--- src/rtl/alu_pkg.sv ---
// Shared types for the ALU command stage: opcodes, command record,
// controller states and the legality screen applied before issue.
package alu_pkg;

  typedef enum logic [3:0] {
    OP_ADD = 4'd0,
    OP_SUB = 4'd1,
    OP_MUL = 4'd2,
    OP_DIV = 4'd3,
    OP_AND = 4'd4,
    OP_XOR = 4'd5
  } alu_op_e;

  localparam logic [3:0] OP_LAST = 4'd5;

  // Tag storage width inside a queued command; the top-level TAG_W must
  // not exceed this, narrower tags are zero-extended on the way in.
  localparam int ALU_TAG_W = 4;

  typedef struct packed {
    logic [7:0]           a;
    logic [7:0]           b;
    logic [3:0]           op;
    logic                 cin;
    logic [ALU_TAG_W-1:0] tag;
  } alu_cmd_t;

  typedef enum logic [1:0] {
    IDLE    = 2'd0,
    ISSUE   = 2'd1,
    CAPTURE = 2'd2,
    RESP    = 2'd3
  } ctrl_state_e;

  // A command may reach the ALU only with a known opcode and a non-zero divisor.
  function automatic logic is_legal(input alu_cmd_t cmd);
    return (cmd.op <= OP_LAST) && !((cmd.op == OP_DIV) && (cmd.b == 8'd0));
  endfunction

endpackage

--- src/rtl/alu_cmd_fifo.sv ---
// Synchronous FIFO of alu_cmd_t; DEPTH must be a power of two so the
// pointers wrap naturally. Head entry is presented combinationally.
module alu_cmd_fifo
  import alu_pkg::*;
#(
  parameter int DEPTH = 4
) (
  input  logic     CLK,
  input  logic     Reset,
  input  logic     push,
  input  alu_cmd_t push_data,
  input  logic     pop,
  output alu_cmd_t pop_data,
  output logic     full,
  output logic     empty
);

  localparam int              PTR_W      = $clog2(DEPTH);
  localparam logic [PTR_W:0]  FULL_COUNT = (PTR_W + 1)'(DEPTH);
  localparam logic [PTR_W:0]  COUNT_ONE  = (PTR_W + 1)'(1);
  localparam logic [PTR_W-1:0] PTR_ONE   = PTR_W'(1);

  alu_cmd_t         mem [DEPTH];
  logic [PTR_W-1:0] wr_ptr;
  logic [PTR_W-1:0] rd_ptr;
  logic [PTR_W:0]   count;
  logic             do_push;
  logic             do_pop;

  assign full     = (count == FULL_COUNT);
  assign empty    = (count == '0);
  assign do_push  = push && !full;
  assign do_pop   = pop && !empty;
  assign pop_data = mem[rd_ptr];

  // Entry storage needs no reset: the count decides which entries are live.
  always_ff @(posedge CLK) begin
    if (do_push) mem[wr_ptr] <= push_data;
  end

  // Pointers and occupancy; a push and pop in the same cycle leave count unchanged.
  always_ff @(posedge CLK) begin
    if (Reset) begin
      wr_ptr <= '0;
      rd_ptr <= '0;
      count  <= '0;
    end else begin
      if (do_push) wr_ptr <= wr_ptr + PTR_ONE;
      if (do_pop)  rd_ptr <= rd_ptr + PTR_ONE;
      case ({do_push, do_pop})
        2'b10:   count <= count + COUNT_ONE;
        2'b01:   count <= count - COUNT_ONE;
        default: count <= count;
      endcase
    end
  end

endmodule

--- src/rtl/alu_issue_ctrl.sv ---
// Command stage in front of the registered 8-bit ALU: queues requests,
// issues one at a time, captures the ALU's registered outputs and returns
// them with the request tag. Illegal opcodes and divide-by-zero are answered
// with an error response and never reach the ALU.
// Optional macro ALU_ISSUE_STATS_EN builds saturating issue/error counters;
// without it stat_issued and stat_errors are constant zero.
module alu_issue_ctrl
  import alu_pkg::*;
#(
  parameter int DEPTH = 4,
  parameter int TAG_W = ALU_TAG_W
) (
  input  logic             CLK,
  input  logic             Reset,
  input  logic             cmd_valid,
  output logic             cmd_ready,
  input  logic [7:0]       cmd_a,
  input  logic [7:0]       cmd_b,
  input  logic [3:0]       cmd_op,
  input  logic             cmd_cin,
  input  logic [TAG_W-1:0] cmd_tag,
  output logic [7:0]       alu_a,
  output logic [7:0]       alu_b,
  output logic [3:0]       alu_op,
  output logic             alu_cin,
  input  logic [15:0]      alu_result,
  input  logic             alu_cout,
  input  logic             alu_zero,
  output logic             rsp_valid,
  input  logic             rsp_ready,
  output logic [15:0]      rsp_result,
  output logic             rsp_cout,
  output logic             rsp_zero,
  output logic             rsp_err,
  output logic [TAG_W-1:0] rsp_tag,
  output logic             busy,
  output logic [15:0]      stat_issued,
  output logic [15:0]      stat_errors
);

  alu_cmd_t    push_cmd;
  alu_cmd_t    head;
  logic        fifo_full;
  logic        fifo_empty;
  logic        fifo_pop;
  logic        head_legal;
  ctrl_state_e state;
  ctrl_state_e next_state;

  assign push_cmd   = '{a: cmd_a, b: cmd_b, op: cmd_op, cin: cmd_cin, tag: ALU_TAG_W'(cmd_tag)};
  assign cmd_ready  = !fifo_full;
  assign head_legal = is_legal(head);
  assign rsp_valid  = (state == RESP);
  assign busy       = (state != IDLE) || !fifo_empty;

  alu_cmd_fifo #(
    .DEPTH(DEPTH)
  ) u_fifo (
    .CLK      (CLK),
    .Reset    (Reset),
    .push     (cmd_valid && cmd_ready),
    .push_data(push_cmd),
    .pop      (fifo_pop),
    .pop_data (head),
    .full     (fifo_full),
    .empty    (fifo_empty)
  );

  // Controller state register.
  always_ff @(posedge CLK) begin
    if (Reset) state <= IDLE;
    else       state <= next_state;
  end

  // Next state and pop decision; the FIFO is only drained from IDLE.
  always_comb begin
    next_state = state;
    fifo_pop   = 1'b0;
    case (state)
      IDLE: begin
        if (!fifo_empty) begin
          fifo_pop   = 1'b1;
          next_state = head_legal ? ISSUE : RESP;
        end
      end
      ISSUE:   next_state = CAPTURE;
      CAPTURE: next_state = RESP;
      RESP:    if (rsp_ready) next_state = IDLE;
      default: next_state = IDLE;
    endcase
  end

  // ALU operand and response registers; nothing here changes while in RESP.
  always_ff @(posedge CLK) begin
    if (Reset) begin
      alu_a      <= '0;
      alu_b      <= '0;
      alu_op     <= '0;
      alu_cin    <= 1'b0;
      rsp_result <= '0;
      rsp_cout   <= 1'b0;
      rsp_zero   <= 1'b0;
      rsp_err    <= 1'b0;
      rsp_tag    <= '0;
    end else begin
      if (fifo_pop) rsp_tag <= TAG_W'(head.tag);
      if (fifo_pop && head_legal) begin
        alu_a   <= head.a;
        alu_b   <= head.b;
        alu_op  <= head.op;
        alu_cin <= head.cin;
      end
      if (fifo_pop && !head_legal) begin
        rsp_err    <= 1'b1;
        rsp_result <= '0;
        rsp_cout   <= 1'b0;
        rsp_zero   <= 1'b0;
      end
      if (state == CAPTURE) begin
        rsp_result <= alu_result;
        rsp_cout   <= alu_cout;
        rsp_zero   <= alu_zero;
        rsp_err    <= 1'b0;
      end
    end
  end

`ifdef ALU_ISSUE_STATS_EN
  logic [15:0] issued_q;
  logic [15:0] errors_q;
  logic        issue_done;
  logic        err_pop;

  assign issue_done  = (state == ISSUE);
  assign err_pop     = fifo_pop && !head_legal;
  assign stat_issued = issued_q;
  assign stat_errors = errors_q;

  // Saturating counters of issued commands and rejected commands.
  always_ff @(posedge CLK) begin
    if (Reset) begin
      issued_q <= '0;
      errors_q <= '0;
    end else begin
      if (issue_done && (issued_q != 16'hFFFF)) issued_q <= issued_q + 16'd1;
      if (err_pop && (errors_q != 16'hFFFF))    errors_q <= errors_q + 16'd1;
    end
  end
`else
  assign stat_issued = '0;
  assign stat_errors = '0;
`endif

endmodule
--- config.mk ---
export PLATFORM = sky130hd
export DESIGN_NAME = alu_issue_ctrl
export DESIGN_NICKNAME = d
export VERILOG_FILES = /design/src/rtl/alu_pkg.sv /design/src/rtl/alu_cmd_fifo.sv /design/src/rtl/alu_issue_ctrl.sv
export SDC_FILE = /design/constraint.sdc
export NUM_CORES = 1
export LEC_CHECK = 0
export CORE_MARGIN = 10
export CORE_UTILIZATION = 35
export DETAILED_ROUTE_END_ITERATION = 10
export PLACE_DENSITY = 0.69
export SYNTH_ARGS = -nofsm -noshare
export SYNTH_HDL_FRONTEND = slang
export SYNTH_SLANG_ARGS = --single-unit
--- constraint.sdc ---
create_clock -name CLK -period 3.12 [get_ports CLK]
set_input_delay 0.312 -clock CLK [delete_from_list [all_inputs] [get_ports CLK]]
set_output_delay 0.312 -clock CLK [all_outputs]
set_load 0.02 [all_outputs]
==> metrics.txt <==
Worst EP arrival approximately 3000 ps; maximum vdd ir drop about 0.44 mV; required time reported for the critical path endpoint roughly 3500 ps; Area growth syn-to-layout 25.7%; count of buffers inserted at the top-level ports 93; P_sw ~1.9 mW; Async S/R FF share, synth 0%; total via count in the routed design ~3800; overall fraction of global-route tracks in use approximately an eighth; leading cell types in the layout, fill and taps excluded sky130_fd_sc_hd__edfxtp_1 (100), sky130_fd_sc_hd__clkdlybuf4s50_1 (93), sky130_fd_sc_hd__dfxtp_1 (55); EDFF count, synth 100; power density over cell area 802 nW/um^2; post-layout utilization of the core a little under half; CTS root buffer sky130_fd_sc_hd__clkbuf_16; Pleak approximately 2.7 nW; critical path peak fanout 14; Final Slew Violations 0; CTS max path bufs 2; slew at the pin with the worst max-slew slack ~1100 ps; gate count of the mapped netlist ~440; Floorplan Core Area roughly 17000 sq um; register share of total power approximately 43%; flops & latches, synth about 160; Synth Flop Type sky130_fd_sc_hd__edfxtp_1; effective utilization at floorplan 35.9%; clock tree from TritonCTS built; maximum frequency from static timing analysis between 0.3 and 0.4 GHz; sequential area share after synthesis roughly 66%; Max transition margin between 20% and 30%; final count of hold timing violations 0; share of final-layout standard cells stronger than drive strength 1 between 10% and 20%; number of hold buffers added after CTS 0; number of CTS-inserted buffers 17; clk_lat worst skew 420 ps; setup skew after layout around 6.3 ps; classification of the worst-slack hold path in2reg; wire per inst about 18 um; NumNets Final approximately 600; vias in the first global route approximately 4000; Finish-stage setup viols 0; Die W 154 um; detailed-route DRC error count 0; final critical delay including setup and external delays ~2700 ps; Avg Synthesized Cell Area around 14 sq um; pin count of the biggest net entering global routing 37; RD Place Congestion approximately 0.85; Setup Total Neg Slack 0 ps; final global-route overflow total 0; dominant combinational cell family by area after synthesis multiplexers; Cell Area, Synth 6250 sq um; combinational power share a little over a quarter; switch share a little under a third; Setup crit start kind flop; vertical die dimension 154 um; antenna violations before repair 1; HPWL reported at the end of detailed placement just over 10 mm; deepest level of the CTS H-tree 4; design internal power 4.36 mW; xor-xnor portion of the synthesized cell area less than 1%; total number of placement rows 48; Iteration-0 DRC Markers 178; kind of capture point of the worst setup path flop; share of the synthesized area in compound gates (AO/OA/AOI/OAI) roughly 6%; register clock-pin slew on the reported worst setup and hold paths approximately 60 ps; total die area 23600 sq um; vias per std cell a little under 5; portion of the clock cycle consumed by the worst path in the final layout a little under nine tenths; number of cells upsized or downsized after cts 0; antenna viol nets, final 0; RSZ-0062 raised after global routing false; wirelength, routed 14.3 mm; outcome finished clean; leading cell type in the layout, fill and taps excluded sky130_fd_sc_hd__edfxtp_1; MaxCap Viol Count 0; Yosys warning total 0; post-synthesis simple-gate area fraction 8.61%; Post-Synth Adder-Cell Area under 10%; number of different library cells in the post-synthesis netlist 40; global-route wire length before repair approximately 22 mm; IO Pins 126; Post-CTS Repair Setup Buffers 0; first-pass detailed-route iteration total 5; Clk pwr share a little under a third; Setup Crit Path Kind reg2reg; multiplexer share of the synthesized area about 9.7%; sinks on the clock net 155
-- logic make-up after synthesis --
logic type,count (synthesis)
and+or+nand+nor,103
adders and majority gates,10
muxes,25
other,1
xor gates and xnor gates,5
buffers and inverters,67
AOI/OAI and AO/OA,73
DFF,155
-- registers in the layout (all words and copies together), names as in the netlist, named ones only --
| register | flops |
|---|---|
| rsp_err | 1 |
| rsp_tag | 4 |
| u_fifo.wr_ptr | 2 |
| rsp_zero | 1 |
| alu_op | 4 |
| alu_cin | 1 |
| u_fifo.count | 3 |
| alu_a | 8 |
| u_fifo.rd_ptr | 2 |
| u_fifo.mem | 100 |
| alu_b | 8 |
| state | 2 |
| rsp_cout | 1 |
| rsp_result | 16 |
-- path summary, 6_finish.rpt --
check / from / endpoint / slack [ps] / cells past startpoint
worst max-delay path: flop / alu_b[7] / 450 / 6
worst min-delay path: alu_result[5] / rsp_result[5] / 450 / 3
worst max register to register: flop / alu_b[7] / 450 / 6
worst min register to register: rsp_tag[3] / rsp_tag[3] / 450 / 2
-- final cells by class --
type	count	area, sq um
antenna	1	2.50
clock buffer	20	437
clock inverter	12	115
fill	1536	9560
inverter	10	37.5
multi-input combinational	248	1820
sequential	155	4100
tap	225	282
timing repair buffer	108	1060
-- Yosys cell counts (3+ instances only) --
cell | instances | area (sq um)
sky130_fd_sc_hd__buf_6 | 3 | 33.8
sky130_fd_sc_hd__xor2_1 | 3 | 26.3
sky130_fd_sc_hd__mux4_1 | 11 | 289
sky130_fd_sc_hd__buf_2 | 5 | 25.0
sky130_fd_sc_hd__nand2_1 | 31 | 116
sky130_fd_sc_hd__ha_1 | 9 | 113
sky130_fd_sc_hd__buf_4 | 35 | 263
sky130_fd_sc_hd__o21ai_0 | 10 | 50.1
sky130_fd_sc_hd__o21ai_1 | 30 | 150
sky130_fd_sc_hd__dfxtp_1 | 55 | 1100
sky130_fd_sc_hd__nand2b_1 | 3 | 18.8
sky130_fd_sc_hd__edfxtp_1 | 100 | 3000
sky130_fd_sc_hd__nor2_1 | 12 | 45.0
sky130_fd_sc_hd__a21oi_1 | 29 | 145
sky130_fd_sc_hd__and3_1 | 4 | 25.0
sky130_fd_sc_hd__nand3_1 | 40 | 200
sky130_fd_sc_hd__clkbuf_1 | 11 | 41.3
sky130_fd_sc_hd__mux4_2 | 14 | 315
sky130_fd_sc_hd__inv_1 | 10 | 37.5
-- critical path: stages (launching register included) --
cell	delay [ps]
sky130_fd_sc_hd__dfxtp_1	610
sky130_fd_sc_hd__mux4_1	760
sky130_fd_sc_hd__a21oi_2	320
sky130_fd_sc_hd__and2_1	440
sky130_fd_sc_hd__buf_12	200
sky130_fd_sc_hd__nand3_1	90
sky130_fd_sc_hd__a21oi_1	160
-- through the flow --
stage,hold slack [ps],cells,total power [mW],cell area (sq um),setup slack (ps)
final,454,779,6.30,7860,451
after global routing,454,779,6.60,7860,268
after CTS,445,778,6.36,7850,441
after detailed placement,446,746,4.45,7300,469
after global placement,446,746,4.39,7300,525
after floorplan,411,470,3.80,6360,752
-- metal layers --
metal / up-vias / routed length [um] / part of all wire, % / global-route usage [%]
met5: - / 0 / 0 / 0
met4: 0 / 159 / 1.1 / 4.18
met3: 15 / 1390 / 9.7 / 5.58
met2: 180 / 7160 / 50 / 20.0
met1: 1864 / 5550 / 39 / 12.9
li1: 1770 / - / - / -
-- power groups by stage --
| stage | clock network [mW] | logic [mW] | registers [mW] |
|---|---|---|---|
| 2_1_floorplan | 0 | 0.988 | 2.81 |
| 6_report | 1.91 | 1.71 | 2.68 |
| 4_1_cts | 1.94 | 1.73 | 2.69 |
| 5_1_grt | 2.03 | 1.87 | 2.71 |
| 3_5_place_dp | 0 | 1.73 | 2.73 |
| 3_3_place_gp | 0 | 1.68 | 2.71 |
Note: power is estimated with default switching activity, not from simulation.
